### src/rtl/rx_pkg.sv
// Shared constants and state encoding for the rx sample buffer and its sweep sequencer.
package rx_pkg;

    localparam int RX_SAMPLE_W = 16;
    localparam int RX_AW       = 9;
    localparam int RX_MEM_LEN  = 510;
    localparam int RX_TAPS     = 508;

    typedef enum logic {
        SWEEP_IDLE,
        SWEEP_RUN
    } sweep_state_e;

endpackage

### src/rtl/rx_ring_ptr.sv
// Circular buffer pointer: load has priority over increment, increment over decrement.
module rx_ring_ptr
    import rx_pkg::*;
#(
    parameter int AW            = RX_AW,
    parameter int MEMORY_LENGTH = RX_MEM_LEN
) (
    input  logic          i_clk,
    input  logic          i_rst_n,
    input  logic          i_inc,
    input  logic          i_dec,
    input  logic          i_load,
    input  logic [AW-1:0] i_load_val,
    output logic [AW-1:0] o_ptr
);

    localparam logic [AW-1:0] LAST_ADDR = AW'(MEMORY_LENGTH - 1);

    logic [AW-1:0] r_ptr;

    always_ff @(posedge i_clk or negedge i_rst_n) begin
        if (!i_rst_n) begin
            r_ptr <= '0;
        end else if (i_load) begin
            r_ptr <= i_load_val;
        end else if (i_inc) begin
            r_ptr <= (r_ptr == LAST_ADDR) ? '0 : r_ptr + 1'b1;
        end else if (i_dec) begin
            r_ptr <= (r_ptr == '0) ? LAST_ADDR : r_ptr - 1'b1;
        end
    end

    assign o_ptr = r_ptr;

endmodule

### src/rtl/rx_buffer_sweep_sequencer.sv
// Writes ADC samples into a circular BRAM and runs one newest-to-oldest read sweep per
// sample, with a one-deep request queue and a sticky overrun flag.
module rx_buffer_sweep_sequencer
    import rx_pkg::*;
#(
    parameter int MEMORY_LENGTH = RX_MEM_LEN,
    parameter int TAPS          = RX_TAPS,
    parameter int AW            = RX_AW
) (
    input  logic                   crx_clk,
    input  logic                   rrx_rst_n,
    input  logic                   erx_en,
    input  logic                   sample_valid,
    input  logic [RX_SAMPLE_W-1:0] sample_in,
    input  logic                   clr_overrun,
    output logic                   bram_wr_en,
    output logic [AW-1:0]          bram_wr_addr,
    output logic [RX_SAMPLE_W-1:0] bram_wr_data,
    output logic                   bram_rd_en,
    output logic [AW-1:0]          bram_rd_addr,
    output logic                   tap_valid,
    output logic [AW-1:0]          tap_index,
    output logic                   tap_first,
    output logic                   tap_last,
    output logic                   busy,
    output logic                   primed,
    output logic                   overrun
);

    localparam logic [AW-1:0] TAPS_LAST = AW'(TAPS - 1);
    localparam logic [AW-1:0] TAPS_FULL = AW'(TAPS);

    sweep_state_e             r_state;
    logic                     r_pending;
    logic [AW-1:0]            r_pend_addr;
    logic [AW-1:0]            r_tap;
    logic [AW-1:0]            r_fill;
    logic                     r_wr_en;
    logic [AW-1:0]            r_wr_addr;
    logic [RX_SAMPLE_W-1:0]   r_wr_data;
    logic                     r_tap_valid;
    logic [AW-1:0]            r_tap_index;
    logic                     r_tap_first;
    logic                     r_tap_last;
    logic                     r_overrun;

    logic                     w_accept;
    logic                     w_rd_issue;
    logic                     w_last_read;
    logic                     w_start;
    logic                     w_drop;
    logic [AW-1:0]            w_wptr;
    logic [AW-1:0]            w_rd_ptr;

    assign w_accept    = sample_valid && erx_en;
    assign w_rd_issue  = (r_state == SWEEP_RUN);
    assign w_last_read = w_rd_issue && (r_tap == TAPS_LAST);
    // A queued request is taken either from idle or back-to-back on the final read.
    assign w_start     = r_pending && ((r_state == SWEEP_IDLE) || w_last_read);
    assign w_drop      = w_accept && r_pending && !w_start;

    rx_ring_ptr #(
        .AW            (AW),
        .MEMORY_LENGTH (MEMORY_LENGTH)
    ) u_wr_ptr (
        .i_clk      (crx_clk),
        .i_rst_n    (rrx_rst_n),
        .i_inc      (w_accept),
        .i_dec      (1'b0),
        .i_load     (1'b0),
        .i_load_val ('0),
        .o_ptr      (w_wptr)
    );

    rx_ring_ptr #(
        .AW            (AW),
        .MEMORY_LENGTH (MEMORY_LENGTH)
    ) u_rd_ptr (
        .i_clk      (crx_clk),
        .i_rst_n    (rrx_rst_n),
        .i_inc      (1'b0),
        .i_dec      (w_rd_issue && !w_last_read),
        .i_load     (w_start),
        .i_load_val (r_pend_addr),
        .o_ptr      (w_rd_ptr)
    );

    always_ff @(posedge crx_clk or negedge rrx_rst_n) begin
        if (!rrx_rst_n) begin
            r_wr_en     <= 1'b0;
            r_wr_addr   <= '0;
            r_wr_data   <= '0;
            r_pending   <= 1'b0;
            r_pend_addr <= '0;
            r_fill      <= '0;
            r_overrun   <= 1'b0;
        end else begin
            r_wr_en   <= w_accept;
            r_wr_addr <= w_wptr;
            r_wr_data <= sample_in;
            if (w_accept) begin
                r_pending   <= 1'b1;
                r_pend_addr <= w_wptr;
            end else if (w_start) begin
                r_pending <= 1'b0;
            end
            if (w_accept && (r_fill != TAPS_FULL)) begin
                r_fill <= r_fill + 1'b1;
            end
            if (w_drop) begin
                r_overrun <= 1'b1;
            end else if (clr_overrun) begin
                r_overrun <= 1'b0;
            end
        end
    end

    always_ff @(posedge crx_clk or negedge rrx_rst_n) begin
        if (!rrx_rst_n) begin
            r_state     <= SWEEP_IDLE;
            r_tap       <= '0;
            r_tap_valid <= 1'b0;
            r_tap_index <= '0;
            r_tap_first <= 1'b0;
            r_tap_last  <= 1'b0;
        end else begin
            // Tap strobes trail the read issue by the BRAM read latency.
            r_tap_valid <= w_rd_issue;
            r_tap_index <= w_rd_issue ? r_tap : '0;
            r_tap_first <= w_rd_issue && (r_tap == '0);
            r_tap_last  <= w_last_read;
            unique case (r_state)
                SWEEP_IDLE: begin
                    if (r_pending) begin
                        r_state <= SWEEP_RUN;
                        r_tap   <= '0;
                    end
                end
                SWEEP_RUN: begin
                    if (w_last_read) begin
                        r_tap <= '0;
                        if (!r_pending) begin
                            r_state <= SWEEP_IDLE;
                        end
                    end else begin
                        r_tap <= r_tap + 1'b1;
                    end
                end
                default: r_state <= SWEEP_IDLE;
            endcase
        end
    end

    assign bram_wr_en   = r_wr_en;
    assign bram_wr_addr = r_wr_addr;
    assign bram_wr_data = r_wr_data;
    assign bram_rd_en   = w_rd_issue;
    assign bram_rd_addr = w_rd_ptr;
    assign tap_valid    = r_tap_valid;
    assign tap_index    = r_tap_index;
    assign tap_first    = r_tap_first;
    assign tap_last     = r_tap_last;
    assign busy         = w_rd_issue || r_pending || r_tap_valid;
    assign primed       = (r_fill == TAPS_FULL);
    assign overrun      = r_overrun;

endmodule

### config.mk
export PLATFORM = sky130hd
export DESIGN_NAME = rx_buffer_sweep_sequencer
export DESIGN_NICKNAME = d
export VERILOG_FILES = /design/src/rtl/rx_pkg.sv /design/src/rtl/rx_ring_ptr.sv /design/src/rtl/rx_buffer_sweep_sequencer.sv
export SDC_FILE = /design/constraint.sdc
export NUM_CORES = 1
export LEC_CHECK = 0
export CORE_AREA = 2 2 102 104
export CTS_CLUSTER_DIAMETER = 150
export DETAILED_ROUTE_END_ITERATION = 6
export DIE_AREA = 0 0 104 106
export PLACE_DENSITY_LB_ADDON = 0.05
export SLEW_MARGIN = 10
export SYNTH_ARGS = -nofsm -noshare
export SYNTH_HDL_FRONTEND = slang
export SYNTH_HIERARCHICAL = 1
export SYNTH_SLANG_ARGS = --single-unit
### constraint.sdc
create_clock -name crx_clk -period 2.4 [get_ports crx_clk]
set_input_delay 0.6 -clock crx_clk [delete_from_list [all_inputs] [get_ports crx_clk]]
set_output_delay 0.6 -clock crx_clk [all_outputs]
set_load 0.02 [all_outputs]
Word-level counts from Yosys, hierarchy flattened
Index checks and enable logic that the tools add are counted.

Flip-flop bits (word level): 86. Word-level logic and storage cells: 58. Bits of input ports: 21.

$add $sub $neg: 4. Multiplexer cells: 15. Equality and inequality tests: 5. Reductions and logical operators: 18. Bitwise gates (word level): 1.

Operators by type and width (number): $mux 9 (7); $add 9x1->9 const B (3); $eq 9x9->1 const B (3); $logic_not 9->1 (2); $pmux 9 s2 (1); $ne 9x9->1 const B (1); $sub 9x1->9 const B (1); $logic_and 1x1->1 (8); $mux 1 (6); $reduce_bool 2->1 (3); $logic_or 1x1->1 (3); $logic_not 1->1 (2); $ne 2x2->1 const B (1); $pmux 1 s2 (1); $not 1->1 (1).

Logic depth before layout (Yosys ltp)
Word-level depth: 7. Depth in mapped cells: 11. Depth with buffers taken out: 8.

Cells and area by module
The synthesis kept the hierarchy.

Modules (own cells, without submodules): rx_buffer_sweep_sequencer (area each 2411.1 um2, times used 1, cells each 181, seq. area each 1701.6 um2); rx_ring_ptr (area each 957.2 um2, times used 2, cells each 123, seq. area each 225.2 um2).

Least setup slack after synthesis
No wires, ideal clock.

Kind: reg-to-reg. Start point: reg r_tap[0]. End point: reg u_rd_ptr.r_ptr[8], in the netlist u_rd_ptr/o_ptr[8]. Clock period less this slack: 2.034 ns. Setup slack: 0.366 ns. Arrival: 1.940 ns. Stages on the path, launching flop included: 10. Data required time: 2.306 ns. Library setup time: 0.094 ns. Path through: dfrtp_1 ha_1 nand3_1 o31a_1 buf_6 nor2_1 buf_2 clkbuf_1 nor2_1 a221oi_2.

Cells in the longest elaborated chain, start to end: 5.

Ends and longest elaborated chain: start, declared (line rx_buffer_sweep_sequencer.sv:36) `logic [AW-1:0] r_tap;`; start signal, assigned (line rx_buffer_sweep_sequencer.sv:146) `r_tap <= r_tap + 1'b1;`; $eq 9x9->1 (*) (line rx_buffer_sweep_sequencer.sv:57) `assign w_last_read = w_rd_issue && (r_tap == TAPS_LAST);`; $logic_and 1x1->1 (*) (line rx_buffer_sweep_sequencer.sv:57); $logic_or 1x1->1 (*) (line rx_buffer_sweep_sequencer.sv:59) `assign w_start = r_pending && ((r_state == SWEEP_IDLE) || w_last_read);`; $logic_and 1x1->1 (*) (line rx_buffer_sweep_sequencer.sv:59); named net w_start (line rx_buffer_sweep_sequencer.sv:50) `logic w_start;`; $mux 9 / $reduce_bool 2->1 (equally long branches); end signal, assigned (line rx_ring_ptr.sv:25) `r_ptr <= i_load_val;`; end signal, assigned (line rx_ring_ptr.sv:27) `r_ptr <= (r_ptr == LAST_ADDR) ? '0 : r_ptr + 1'b1;`; end signal, assigned (line rx_ring_ptr.sv:29) `r_ptr <= (r_ptr == '0) ? LAST_ADDR : r_ptr - 1'b1;`; end, declared (line rx_ring_ptr.sv:19) `logic [AW-1:0] r_ptr;`.

Mark *: on every way through the listed nets, which the timed path passes. The rest lies on a longest branch. A chain may end at the register's enable or synchronous reset.

Final worst setup path
Start point: reg u_rd_ptr.r_ptr[3], in the netlist u_rd_ptr/o_ptr[3]. End point: out bram_rd_addr[3].

RTL lines: end, declared (line rx_buffer_sweep_sequencer.sv:20) `output logic [AW-1:0] bram_rd_addr,`.

No word-level cell between the ends.

==> results.cfg <==
[logic_synthesis]
synth-seq-cells = 86
syn_inst = 427
syn-cell-area_um2 = 4330
synth_edf_count = 0
yosys.area.top_type = dfrtp_1
yosysWarnings = 6
yosysSeqAreaShare = 0.498
synth_top_area_frac = 0.498
synthTopCellsByCount = 86 x dfrtp_1, 34 x nor2_1, 25 x nand2_1
ys.flop_type = dfrtp_1
ys_async_sr_fraction = 1.00
synth_most_common_cell = dfrtp_1
synthDistinctLibCells = 54
synthTopCellsByArea = dfrtp_1 50%, nor2_1 3.0%, ha_1 2.9%
syn_area_per_cell_um2 = 10.1

[run_status]
outcome = finished, final reports clean

[place]
routabilityCongestion = 0.875
dp_slack_ns = 0.137
placed_area_um2 = 5350
dp_hpwl_um = 7350
place.port_buffers = 71

[power]
netSwitchingPower_uw = 1330
max-vdd-ir-drop_mv = 0.384
leakage_uw = 0.00232
combPwrFrac = 0.268
cellInternalPower_uw = 2580
swShare = 0.339
pwr-share-clk = 0.246
p_seq_frac = 0.486
powerDensity_nw_per_um2 = 708

[timing]
finalCriticalPeriod_ns = 2.27
fmax_mhz = 440
finalHoldViolCount = 0
fin_ws_ns = 0.126
fin_skew_ns = 0.00770
min_period_over_period = 0.948
fin_setup_tns_ns = 0
setup_viol = 0
final_max_slew_viol_count = 0
rsz0062_at_grt = no

[global_routing]
gr-usage-all-layers = 0.195
grt_first_pass_wirelength_um = 17200
grt_max_degree = 42
antenna_found_initial = 0
gr-total-overflow = 0
grt_pass1_vias = 3449

[critical_path]
cp.depth = 1
end_kind = output pin
critPathKind = reg -> out
cp_top_family = buffers and inverters
crit_fanout = 15
start_kind = flop
critPathBufInv = 1
worstPathCellList = clkdlybuf4s50_1
reg2reg_depth = 8
critPathRequiredTime_ns = 1.80
slowest_stage = clkdlybuf4s50_1
slowest_delay_ns = 0.69
critPathArrivalTime_ns = 1.67

[floorplanning]
start_util = 0.433
dieWidth_um = 104
die_y_um = 106
num_rows = 37
ios = 72
core_area_um2 = 10000
dieArea_um2 = 11000

[clock_network]
cts_buffers = 9
clock_path_buffers = 2
cts_sinks = 86
cts_root_buffer = clkbuf_8
insertion_delay_ns = 0.35
cts_tree = yes
clk_pin_slew_ns = 0.09
cts_max_level = 3
postCtsSetupRepairBufs = 0

[layout]
final_nets = 555
diodes = 0
drive_gt1_frac = 0.114
final_area_um2 = 5530
area_growth_pct = 27.7

[detailed_routing]
ant_nets = 0
routedWlPerCell_um = 15.3
drt-total-wl_um = 10200
post-route-drc-count = 0
first_pass_iters = 5
vias = 3589
avgViaCountPerCell = 5.41
first_iter_violations = 148

[min_path]
hold_class = in -> async

[flow_run]
maxCapViolations = 0
-- power by group through the flow --
stage | sequential, uW | combinational, uW | clock [uW]
floorplan | 1920 | 618 | 0
detailed placement | 1930 | 1050 | 0
CTS | 1900 | 1050 | 999
global placement | 1930 | 1040 | 0
finish | 1900 | 1050 | 962
global route | 1940 | 1150 | 1060
-- final cells by class --
cell class	instances	area, um^2
Tap cell	136	170
Clock buffer	11	151
Multi-Input combinational cell	310	2040
Timing Repair Buffer	94	892
Clock inverter	4	30.0
Fill cell	918	4470
Sequential cell	86	2150
Inverter	23	86.3
-- layout by cell type (no fill, tap or decap), types with 7 or more instances in the layout --
master and count:
dfrtp_1 86, clkdlybuf4s50_1 69, nor2_1 34, nand2_1 25
inv_1 23, buf_4 23, conb_1 19, a21oi_1 18
o21ai_0 17, a31oi_1 11, clkbuf_8 11, nand4_1 10
mux2_2 10, ha_1 10, nand3_1 9, and2_1 8
o31a_1 8, nor3_1 7, nor4_1 7, xnor2_1 7
and3_1 7, nand2b_1 7, o22ai_1 7
-- registers in the layout, indices dropped and copies added (netlist names) --
name,cells
bram_wr_data,16
bram_wr_addr,9
r_fill,9
r_pend_addr,9
r_tap,9
tap_index,9
u_rd_ptr/o_ptr,9
u_wr_ptr/o_ptr,9
bram_rd_en,1
bram_wr_en,1
overrun,1
r_pending,1
tap_first,1
tap_last,1
tap_valid,1
-- worst paths after layout --
check	end	slack, ns	start
max reg2reg	u_rd_ptr/o_ptr[4]	0.36	r_tap[0]
max	bram_rd_addr[3]	0.13	u_rd_ptr/o_ptr[3]
max in group asynchronous	r_fill[0]	1.65	rrx_rst_n
min in group crx_clk	r_fill[7]	0.48	r_fill[7]
min reg2reg	r_fill[7]	0.48	r_fill[7]
min	u_wr_ptr/o_ptr[1]	0.11	rrx_rst_n
-- stage by stage --
step,std cells,power [uW],hold slack [ns],util
6_report,664,3910,0.113,0.553
5_1_grt,664,4140,0.104,0.553
4_1_cts,664,3950,0.0953,0.553
3_5_place_dp,649,2980,0.470,0.535
3_3_place_gp,649,2970,0.468,0.535
2_1_floorplan,445,2530,0.304,-
-- kinds of logic after synthesis --
kind of cell	count (synthesis)	synth area share
adders and majority gates	10	0.0289
and+or+nand+nor	148	0.196
buffers and inverters	49	0.0457
xor gates and xnor gates	12	0.0243
muxes	12	0.0307
AOI/OAI and AO/OA	109	0.176
other	1	0.000867
DFF	86	0.498
-- metal layers --
| metal | part of all wire | track usage | vias up | wire length [um] |
|---|---|---|---|---|
| li1 | - | - | 1728 | - |
| met1 | 0.44 | 0.254 | 1733 | 4460 |
| met2 | 0.50 | 0.323 | 114 | 5070 |
| met3 | 0.047 | 0.0343 | 14 | 482 |
| met4 | 0.016 | 0.0772 | 0 | 162 |
| met5 | 0 | 0 | - | 0 |
-- what timing repair did --
action | in CTS | in global routing
resized for setup | 1 | 0
setup endpoints to repair | 1 | 0
hold buffers | 0 | 0
Note: power is estimated with default switching activity, not from simulation.
